===== config.mk =====
export PLATFORM = sky130hd
export DESIGN_NAME = video_timing_gen_flat
export DESIGN_NICKNAME = d
export VERILOG_FILES = /design/src/rtl/video_timing_pkg.sv /design/src/rtl/video_timing_if.sv /design/src/rtl/pixel_ce_div.sv /design/src/rtl/video_timing_gen.sv /design/src/flat_wrapper.sv
export SDC_FILE = /design/constraint.sdc
export NUM_CORES = 1
export LEC_CHECK = 0
export BUFFER_PORTS_ARGS = -buffer_cell sky130_fd_sc_hd__buf_4
export CAP_MARGIN = 20
export CORE_UTILIZATION = 30
export DETAILED_ROUTE_END_ITERATION = 10
export PLACE_DENSITY_LB_ADDON = 0.08
export RECOVER_POWER = 25
export SYNTH_ARGS = -nofsm -noshare
export SYNTH_HDL_FRONTEND = slang
export SYNTH_HIERARCHICAL = 1
export SYNTH_SLANG_ARGS = --single-unit

===== constraint.sdc =====
create_clock -name clk -period 3.75 [get_ports clk]
set_clock_uncertainty 0.1 [all_clocks]
set_input_delay 0.1875 -clock clk [delete_from_list [all_inputs] [get_ports clk]]
set_output_delay 0.1875 -clock clk [all_outputs]
set_load 0.02 [all_outputs]

===== src/rtl/video_timing_pkg.sv =====
// Shared raster timing constants, derived totals and sync windows, and the
// 10-bit position type used by the video timing generator.
package video_timing_pkg;

    typedef logic [9:0] pos_t;

    localparam int DEF_CLK_DIV   = 2;
    localparam int DEF_H_DISPLAY = 640;
    localparam int DEF_H_FRONT   = 16;
    localparam int DEF_H_SYNC    = 96;
    localparam int DEF_H_BACK    = 48;
    localparam int DEF_V_DISPLAY = 480;
    localparam int DEF_V_FRONT   = 10;
    localparam int DEF_V_SYNC    = 2;
    localparam int DEF_V_BACK    = 33;

    localparam int DEF_H_TOTAL = DEF_H_DISPLAY + DEF_H_FRONT + DEF_H_SYNC + DEF_H_BACK;
    localparam int DEF_V_TOTAL = DEF_V_DISPLAY + DEF_V_FRONT + DEF_V_SYNC + DEF_V_BACK;

    localparam int DEF_H_SYNC_START = DEF_H_DISPLAY + DEF_H_FRONT;
    localparam int DEF_H_SYNC_END   = DEF_H_SYNC_START + DEF_H_SYNC - 1;
    localparam int DEF_V_SYNC_START = DEF_V_DISPLAY + DEF_V_FRONT;
    localparam int DEF_V_SYNC_END   = DEF_V_SYNC_START + DEF_V_SYNC - 1;

    // Inclusive window test on a raster coordinate.
    function automatic logic in_window(input pos_t pos, input pos_t lo, input pos_t hi);
        return (pos >= lo) && (pos <= hi);
    endfunction

endpackage


===== src/rtl/video_timing_if.sv =====
// Raster position and strobe bundle driven by video_timing_gen (master) and
// consumed by position-driven logic (slave).
interface video_timing_if;
    import video_timing_pkg::*;

    pos_t        shpos;
    pos_t        svpos;
    logic        hsync;
    logic        vsync;
    logic        display_on;
    logic        pix_tick;
    logic        line_start;
    logic        frame_start;
    logic [7:0]  frame_cnt;

    modport master (
        output shpos, svpos, hsync, vsync, display_on,
               pix_tick, line_start, frame_start, frame_cnt
    );

    modport slave (
        input  shpos, svpos, hsync, vsync, display_on,
               pix_tick, line_start, frame_start, frame_cnt
    );

endinterface


===== src/rtl/pixel_ce_div.sv =====
// Pixel clock-enable divider: div_cnt runs 0..CLK_DIV-1 and tick marks the
// clk edge on which the raster advances (div_cnt == CLK_DIV-1).
module pixel_ce_div #(
    parameter int CLK_DIV = 2
) (
    input  logic clk,
    input  logic reset_n,
    output logic tick
);

    localparam logic [3:0] DIV_LAST = 4'(CLK_DIV - 1);

    logic [3:0] div_cnt_r;

    assign tick = (div_cnt_r == DIV_LAST);

    // Free-running pixel divider, restarted by reset.
    always_ff @(posedge clk or negedge reset_n) begin
        if (!reset_n) begin
            div_cnt_r <= 4'd0;
        end else if (div_cnt_r == DIV_LAST) begin
            div_cnt_r <= 4'd0;
        end else begin
            div_cnt_r <= div_cnt_r + 4'd1;
        end
    end

endmodule


===== src/rtl/video_timing_gen.sv =====
// Raster timing generator: position counters, sync/blank decode and
// line/frame strobes, all registered from the next counter values so every
// output is coherent with shpos/svpos in the same cycle.
// Optional feature: define VIDEO_TIMING_FRAME_CNT_EN to build the 8-bit
// frame counter; otherwise frame_cnt is tied to zero.
module video_timing_gen
    import video_timing_pkg::*;
#(
    parameter int   CLK_DIV   = DEF_CLK_DIV,
    parameter int   H_DISPLAY = DEF_H_DISPLAY,
    parameter int   H_FRONT   = DEF_H_FRONT,
    parameter int   H_SYNC    = DEF_H_SYNC,
    parameter int   H_BACK    = DEF_H_BACK,
    parameter int   V_DISPLAY = DEF_V_DISPLAY,
    parameter int   V_FRONT   = DEF_V_FRONT,
    parameter int   V_SYNC    = DEF_V_SYNC,
    parameter int   V_BACK    = DEF_V_BACK,
    parameter logic SYNC_POL  = 1'b0
) (
    input  logic               clk,
    input  logic               reset_n,
    video_timing_if.master     vt
);

    localparam int   H_TOTAL      = H_DISPLAY + H_FRONT + H_SYNC + H_BACK;
    localparam int   V_TOTAL      = V_DISPLAY + V_FRONT + V_SYNC + V_BACK;
    localparam pos_t H_LAST       = pos_t'(H_TOTAL - 1);
    localparam pos_t V_LAST       = pos_t'(V_TOTAL - 1);
    localparam pos_t H_VIS        = pos_t'(H_DISPLAY);
    localparam pos_t V_VIS        = pos_t'(V_DISPLAY);
    localparam pos_t H_SYNC_START = pos_t'(H_DISPLAY + H_FRONT);
    localparam pos_t H_SYNC_END   = pos_t'(H_DISPLAY + H_FRONT + H_SYNC - 1);
    localparam pos_t V_SYNC_START = pos_t'(V_DISPLAY + V_FRONT);
    localparam pos_t V_SYNC_END   = pos_t'(V_DISPLAY + V_FRONT + V_SYNC - 1);

    logic tick_s;
    logic h_wrap_s;
    logic v_wrap_s;
    pos_t shpos_nxt_s;
    pos_t svpos_nxt_s;

    pos_t shpos_r;
    pos_t svpos_r;
    logic hsync_r;
    logic vsync_r;
    logic display_on_r;
    logic pix_tick_r;
    logic line_start_r;
    logic frame_start_r;

    pixel_ce_div #(
        .CLK_DIV (CLK_DIV)
    ) u_div (
        .clk     (clk),
        .reset_n (reset_n),
        .tick    (tick_s)
    );

    // Next raster position and wrap flags for the coming advance edge.
    always_comb begin
        h_wrap_s    = 1'b0;
        v_wrap_s    = 1'b0;
        shpos_nxt_s = shpos_r;
        svpos_nxt_s = svpos_r;
        if (shpos_r == H_LAST) begin
            h_wrap_s    = 1'b1;
            shpos_nxt_s = 10'd0;
            if (svpos_r == V_LAST) begin
                v_wrap_s    = 1'b1;
                svpos_nxt_s = 10'd0;
            end else begin
                svpos_nxt_s = svpos_r + 10'd1;
            end
        end else begin
            shpos_nxt_s = shpos_r + 10'd1;
        end
    end

    // Position counters and decoded outputs, updated only on advance edges;
    // the single-cycle strobes drop on every other edge.
    always_ff @(posedge clk or negedge reset_n) begin
        if (!reset_n) begin
            shpos_r       <= 10'd0;
            svpos_r       <= 10'd0;
            hsync_r       <= ~SYNC_POL;
            vsync_r       <= ~SYNC_POL;
            display_on_r  <= 1'b1;
            pix_tick_r    <= 1'b0;
            line_start_r  <= 1'b0;
            frame_start_r <= 1'b0;
        end else if (tick_s) begin
            shpos_r       <= shpos_nxt_s;
            svpos_r       <= svpos_nxt_s;
            hsync_r       <= in_window(shpos_nxt_s, H_SYNC_START, H_SYNC_END) ? SYNC_POL : ~SYNC_POL;
            vsync_r       <= in_window(svpos_nxt_s, V_SYNC_START, V_SYNC_END) ? SYNC_POL : ~SYNC_POL;
            display_on_r  <= (shpos_nxt_s < H_VIS) && (svpos_nxt_s < V_VIS);
            pix_tick_r    <= 1'b1;
            line_start_r  <= h_wrap_s;
            frame_start_r <= v_wrap_s;
        end else begin
            pix_tick_r    <= 1'b0;
            line_start_r  <= 1'b0;
            frame_start_r <= 1'b0;
        end
    end

`ifdef VIDEO_TIMING_FRAME_CNT_EN
    logic [7:0] frame_cnt_r;

    // Frame counter steps in the same clk that frame_start pulses.
    always_ff @(posedge clk or negedge reset_n) begin
        if (!reset_n) begin
            frame_cnt_r <= 8'd0;
        end else if (tick_s && v_wrap_s) begin
            frame_cnt_r <= frame_cnt_r + 8'd1;
        end else begin
            frame_cnt_r <= frame_cnt_r;
        end
    end

    assign vt.frame_cnt = frame_cnt_r;
`else
    assign vt.frame_cnt = 8'd0;
`endif

    assign vt.shpos       = shpos_r;
    assign vt.svpos       = svpos_r;
    assign vt.hsync       = hsync_r;
    assign vt.vsync       = vsync_r;
    assign vt.display_on  = display_on_r;
    assign vt.pix_tick    = pix_tick_r;
    assign vt.line_start  = line_start_r;
    assign vt.frame_start = frame_start_r;

endmodule

===== src/flat_wrapper.sv =====
// flat-port wrapper written by rule: the top's interface ports become plain ports
module video_timing_gen_flat import video_timing_pkg::*;
#(
    parameter int   CLK_DIV   = DEF_CLK_DIV,
    parameter int   H_DISPLAY = DEF_H_DISPLAY,
    parameter int   H_FRONT   = DEF_H_FRONT,
    parameter int   H_SYNC    = DEF_H_SYNC,
    parameter int   H_BACK    = DEF_H_BACK,
    parameter int   V_DISPLAY = DEF_V_DISPLAY,
    parameter int   V_FRONT   = DEF_V_FRONT,
    parameter int   V_SYNC    = DEF_V_SYNC,
    parameter int   V_BACK    = DEF_V_BACK,
    parameter logic SYNC_POL  = 1'b0
)
  (clk, reset_n, vt_shpos, vt_svpos, vt_hsync, vt_vsync, vt_display_on, vt_pix_tick, vt_line_start, vt_frame_start, vt_frame_cnt);
  video_timing_if vt_i ();
  input  logic clk;
  input  logic reset_n;
  output wire logic [$bits(vt_i.shpos)-1:0] vt_shpos;
  output wire logic [$bits(vt_i.svpos)-1:0] vt_svpos;
  output wire logic [$bits(vt_i.hsync)-1:0] vt_hsync;
  output wire logic [$bits(vt_i.vsync)-1:0] vt_vsync;
  output wire logic [$bits(vt_i.display_on)-1:0] vt_display_on;
  output wire logic [$bits(vt_i.pix_tick)-1:0] vt_pix_tick;
  output wire logic [$bits(vt_i.line_start)-1:0] vt_line_start;
  output wire logic [$bits(vt_i.frame_start)-1:0] vt_frame_start;
  output wire logic [$bits(vt_i.frame_cnt)-1:0] vt_frame_cnt;
  assign vt_shpos = vt_i.shpos;
  assign vt_svpos = vt_i.svpos;
  assign vt_hsync = vt_i.hsync;
  assign vt_vsync = vt_i.vsync;
  assign vt_display_on = vt_i.display_on;
  assign vt_pix_tick = vt_i.pix_tick;
  assign vt_line_start = vt_i.line_start;
  assign vt_frame_start = vt_i.frame_start;
  assign vt_frame_cnt = vt_i.frame_cnt;
  video_timing_gen #(.CLK_DIV(CLK_DIV), .H_DISPLAY(H_DISPLAY), .H_FRONT(H_FRONT), .H_SYNC(H_SYNC), .H_BACK(H_BACK), .V_DISPLAY(V_DISPLAY), .V_FRONT(V_FRONT), .V_SYNC(V_SYNC), .V_BACK(V_BACK), .SYNC_POL(SYNC_POL)) u_core (.clk(clk), .reset_n(reset_n), .vt(vt_i));
endmodule

==> results of run 1 <==
==> final timing paths <==
| path | endpoint | slack (ns) | cells past startpoint |
|---|---|---|---|
| setup / recovery | u_core/vt.display_on$_DFFE_PN1P_ | 0.93 | 6 |
| hold / removal | u_core/vt.vsync$_DFFE_PN1P_ | 0.39 | 2 |
| setup reg to reg | u_core/vt.display_on$_DFFE_PN1P_ | 0.93 | 6 |
| hold reg to reg | u_core/vt.vsync$_DFFE_PN1P_ | 0.39 | 2 |
| max in group asynchronous | u_core/vt.shpos[8]$_DFFE_PN0P_ | 1.82 | 2 |
| min in group asynchronous | u_core/vt.svpos[0]$_DFFE_PN0P_ | 0.77 | 2 |
==> per-layer routing <==
layer,global-route usage [%],vias to the layer above,routed length (µm)
met4,5.89,0,64
met3,3.20,8,204
met1,21.9,756,2310
met5,0,-,0
li1,-,771,-
met2,23.5,39,1970
==> cell usage in the layout, fill, tap and decap left out, types with 4 or more instances in the layout <==
cell type and count:
xnor2_1 7, a31oi_1 4, dfrtp_1 27, o41ai_1 4
nor3_1 5, nand3_1 10, ha_1 4, nand4_1 5
nand2b_1 5, clkbuf_8 8, a21oi_1 11, and3_1 4
o21ai_0 17, inv_1 11, buf_4 28, nand2_1 20
conb_1 8, nor2_1 15
==> state kept, by name, summed over array words and instances, names as in the netlist <==
| register | cells |
|---|---|
| u_core/vt.pix_tick | 1 |
| u_core/vt.display_on | 1 |
| u_core/vt.shpos | 10 |
| u_core/u_div/div_cnt_r | 4 |
| u_core/vt.line_start | 1 |
| u_core/vt.svpos | 10 |
| u_core/vt.frame_start | 1 |
| u_core/vt.vsync | 1 |
| u_core/vt.hsync | 1 |
==> worst max-delay path: stages, from the launching register on <==
cell and delay (ns):
dfrtp_1 0.43, ha_1 0.24, nand4_1 0.33, or3_4 0.57, o31a_1 0.33, or4_1 0.50, a32o_1 0.26
==> kinds of logic (layout without fill, tap and decap cells) <==
group,after synthesis,in the layout
buf+inv,28,49
xor+xnor,10,10
other cells,1,8
flops,30,30
simple gates,80,80
compound gates,50,50
mux,3,3
fa+ha+maj,4,4
==> cells in the mapped netlist (4+ instances only) <==
cell	number	area (µm²)
inv_1	11	41.3
clkbuf_1	5	18.8
dfrtp_1	27	676
o41ai_1	4	35.0
nand2b_1	5	31.3
buf_4	8	60.1
nand4_1	5	31.3
nand2_1	20	75.1
nor3_1	6	30.0
a31oi_1	4	25.0
and3_1	4	25.0
ha_1	4	50.1
nand3_1	10	50.1
o21ai_0	17	85.1
nor2_1	15	56.3
a21oi_1	11	55.1
xnor2_1	7	61.3
==> stage by stage <==
stage               area (µm²)  total power (W)
floorplan                 1850         0.000343
global placement          2050         0.000344
detailed placement        2050         0.000344
CTS                       2170         0.000662
global route              2160         0.000679
finish                    2160         0.000650
==> report_power, final <==
group	total [W]	leakage, nW	switching (W)	internal (W)
Clock	0.000312	0.0575	0.000126	0.000185
Combinational	0.0000143	0.505	0.0000134	0.000000890
Sequential	0.000324	0.395	0	0.000324
Total	0.000650	0.958	0.000140	0.000510
==> layout make-up <==
| class | instances | area [µm²] | area share [%] |
|---|---|---|---|
| multi-input combinational | 155 | 945 | 43.6 |
| sequential | 30 | 754 | 34.9 |
| timing repair buffer | 30 | 224 | 10.3 |
| clock buffer | 8 | 110 | 5.09 |
| tap | 72 | 90.1 | 4.16 |
| inverter | 11 | 41.3 | 1.91 |
==> timing repair <==
| action | CTS | global route |
|---|---|---|
| hold buffers | 1 | 0 |
| hold endpoints to repair | 27 | 0 |
| resized for setup | 0 | 0 |
==> qor.csv, run 1 <==
metric,value,unit
status,"finished, violations left",
failing checks,"capacitance limit, slew limit",
DRT Pass-1 Iters,4,
core region area,5680,µm²
CTS Buf Count,5,
Setup CP Type,flop to flop,
routed vias,1574,
Worst-Margin Slew,1.67,ns
count of final hold-check violations,0,
CTS tree,done,
top_reg_cell synth,dfrtp_1,
"Clk Latency, worst-skew pair",0.28,ns
Boundary Pins,36,
initial antenna violation count,0,
Worst R2R Start,u_core/vt.shpos[1]$_DFFE_PN0P_,
Synth Area in Compound Gates,17.5,%
largest family of logic cells by synthesized area,simple AND/OR/NAND/NOR gates,
DP Worst Slack,0.967,ns
Post-DP HPWL,3120,µm
critical path capture point type,flop,
Worst EP required,3.86,ns
min cycle time layout,2.82,ns
placed cell count,297,
post-synthesis adder-cell area fraction,2.75,%
total grt overflow,0,
PwrDens,300,nW/µm²
Final nets,239,
Port Buffers,27,
Hold Path Class,flop to flop,
fin. max-slew vios,31,
final core occ,38.1,%
Worst EP arrival,2.94,ns
clk root buf,clkbuf_8,
Max-Cap Viols,1,
GRT Overall Usage,15.7,%
pin count of the biggest net entering global routing,31,
Final Setup Violations,0,
static leakage,0.958,nW
Die W,79.9,µm
fraction of layout cells with a size suffix above 1,20.9,%
clk sinks,30,
Fill cells,604,
Critical Path Source Type,flop,
CTS Buffer Depth,2,
Max VDD drop,137,µV
Hold WS,0.392,ns
die height,79.9,µm
final worst-path cycle share,75.3,%
RSZ-0062 raised after global routing,no,
ant diodes,0,
crit path launch,u_core/vt.shpos[1]$_DFFE_PN0P_,
Iter 0 DRT Violations,74,
Mapped Area,1820,µm²
Avg WL per Cell,14.9,µm
synth warn,6,
setup_tns,0,ns
via density per instance,5.14,
area delta synth->final,19.0,%
post-synthesis sequential area ratio,41.5,%
highest clock rate,0.354,GHz
DR DRC count,0,
global-route wire length before repair,7580,µm
number of routed nets with antenna violations,0,
Die ar.,6380,µm²
# rows,27,
Mapped Cells,206,
synth unique cells,47,
postcts setup bufs,0,
Max-slew headroom,-11.1,%
Layout Cells excl Fill,306,
syn_area_per_cell,8.83,µm²
Critical Path Fanout Max,11,
Initial Util,32.1,%
vias in the first global route,1509,
H-tree level count,2,
mux contribution to synthesized area,1.65,%
Synth async-reset ratio,100,%
simple-gate share of the synthesized area,23.2,%
"flops & latches, synth",30,
number of flops mapped to enable cells by yosys,0,
xor/xnor share of the synthesized area,4.81,%
drt total wl,4550,µm
"CTS clk-pin slew, worst paths",0.06,ns
HP Start,u_core/vt.vsync$_DFFE_PN1P_,
GPL Wtd Cong,0.775,
Final WS setup,0.926,ns
(Power assumes the default switching activity.)
==> run 2, diff against run 1 <==
==> constraint.sdc (replaced) <==
create_clock -name clk -period 2.9 [get_ports clk]
set_clock_uncertainty 0.1 [all_clocks]
set_input_delay 0.145 -clock clk [delete_from_list [all_inputs] [get_ports clk]]
set_output_delay 0.145 -clock clk [all_outputs]
set_load 0.02 [all_outputs]
==> run 2 against run 1 <==
Net effect: the run still ends with capacitance limit, slew limit left; final cell count grew 2.3%; via count grew 2.7%; count of clock-buffer cells in the layout is the same; fmax grew 9.9%; non-clock buffer count grew 7; critical path depth is the same; cell area grew 2.4%; die area is the same; first-iteration DRC count grew 22%; worst hold slack lost 0.0035 ns; clock power grew 29%; register-to-register slack lost 0.60 ns; largest cell class unchanged.
==> qor.csv, run 2 (synthesis results as in run 1) <==
metric,value,unit
status,"finished, violations left",
failing checks,"capacitance limit, slew limit",
Boundary Pins,36,
"most common cell after layout, fill and taps aside",buf_4,
R2R cell count,6,
Hold Path Depth,1,
DRT Pass-1 Iters,4,
global-route wire length before repair,7510,µm
setup_tns,0,ns
"CTS clk-pin slew, worst paths",0.07,ns
Setup CP Type,flop to flop,
number of routed nets with antenna violations,0,
die height,79.9,µm
CTS Buf Count,5,
postcts setup bufs,0,
GRT Overall Usage,15.6,%
Worst EP arrival,2.68,ns
static leakage,0.995,nW
area delta synth->final,21.9,%
Reg area,754,µm²
routed vias,1616,
Port Buffers,27,
# rows,27,
final worst-path cycle share,88.6,%
Die W,79.9,µm
highest clock rate,0.389,GHz
Stages on worst setup path,6,
Worst-Margin Slew,1.69,ns
Hold Path Class,flop to flop,
Die ar.,6380,µm²
Avg WL per Cell,14.5,µm
via density per instance,5.16,
pin count of the biggest net entering global routing,31,
DR DRC count,0,
total grt overflow,0,
final core occ,39.1,%
Fill cells,598,
RSZ-0062 raised after global routing,no,
fin. max-slew vios,31,
min cycle time layout,2.57,ns
CP cell instances,ha_1 > nand4_1 > or3_4 > o31a_1 > or4_1 > a32o_1,
clk sinks,30,
Max VDD drop,177,µV
area of the multi-input gates,945,µm²
Max-slew headroom,-12.6,%
"Slowest-stage cell, CP",or3_4,
count of final hold-check violations,0,
initial antenna violation count,0,
GPL Wtd Cong,0.831,
Worst EP required,3.01,ns
CTS Buffer Depth,2,
clk root buf,clkbuf_8,
drt total wl,4530,µm
Iter 0 DRT Violations,90,
"CP delay by family, top",simple AND/OR/NAND/NOR gates,
fraction of layout cells with a size suffix above 1,23.2,%
WP buf/inv,0,
Final Setup Violations,0,
Critical Path Fanout Max,11,
Critical Path Source Type,flop,
Max-Cap Viols,1,
vias in the first global route,1456,
Post-DP HPWL,3160,µm
critical path capture point type,flop,
H-tree level count,2,
CTS tree,done,
ant diodes,0,
PwrDens,379,nW/µm²
"Clk Latency, worst-skew pair",0.28,ns
Initial Util,32.1,%
most frequent cells in the layout,"buf_4, dfrtp_1, nand2_1",
Max stage delay on crit path,0.49,ns
core region area,5680,µm²
Final nets,246,
run 2: worst paths after layout:
check                                                     from                             endpoint  slack (ns)
max                             u_core/vt.shpos[1]$_DFFE_PN0P_     u_core/vt.display_on$_DFFE_PN1P_        0.33
min                        u_core/u_div/div_cnt_r[0]$_DFF_PN0_  u_core/u_div/div_cnt_r[0]$_DFF_PN0_        0.39
max reg2reg                     u_core/vt.shpos[1]$_DFFE_PN0P_     u_core/vt.display_on$_DFFE_PN1P_        0.33
min reg2reg                u_core/u_div/div_cnt_r[0]$_DFF_PN0_  u_core/u_div/div_cnt_r[0]$_DFF_PN0_        0.39
max in group asynchronous                              reset_n       u_core/vt.shpos[9]$_DFFE_PN0P_        0.98
min in group asynchronous                              reset_n  u_core/u_div/div_cnt_r[0]$_DFF_PN0_        0.73
run 2: area by class of cell:
cell class,count,share of cell area (%)
clock buffer,8,4.97
inverter,11,1.86
multi-input combinational,155,42.6
sequential,30,34.0
tap,72,4.06
timing repair buffer,37,12.5
run 2: timing repair:
item,CTS,global route
endpoints found under the hold margin,27,0
hold buffers,1,0
resized for setup,0,0
run 2: power breakdown:
part | switching, W | total [W] | internal (W)
clock network | 0.000164 | 0.000404 | 0.000240
logic | 0.0000175 | 0.0000186 | 0.00000115
registers | 0 | 0.000419 | 0.000419
run 2: metal layers:
metal  GRT usage (%)  share of wire (%)
met1            22.7                 52
met2            22.1                 42
met3            3.31                4.8
met4            5.89                1.6
met5               0                  0
run 2: through the flow:
step	power, W	hold slack [ns]	instances	area (µm²)	setup slack (ns)
2_1_floorplan	0.000444	-0.251	213	1850	0.136
3_3_place_gp	0.000445	0.00768	304	2100	0.385
3_5_place_dp	0.000445	0.0114	304	2100	0.341
4_1_cts	0.000859	0.249	313	2220	0.331
5_1_grt	0.000877	0.428	313	2220	0.189
6_report	0.000841	0.388	313	2220	0.330
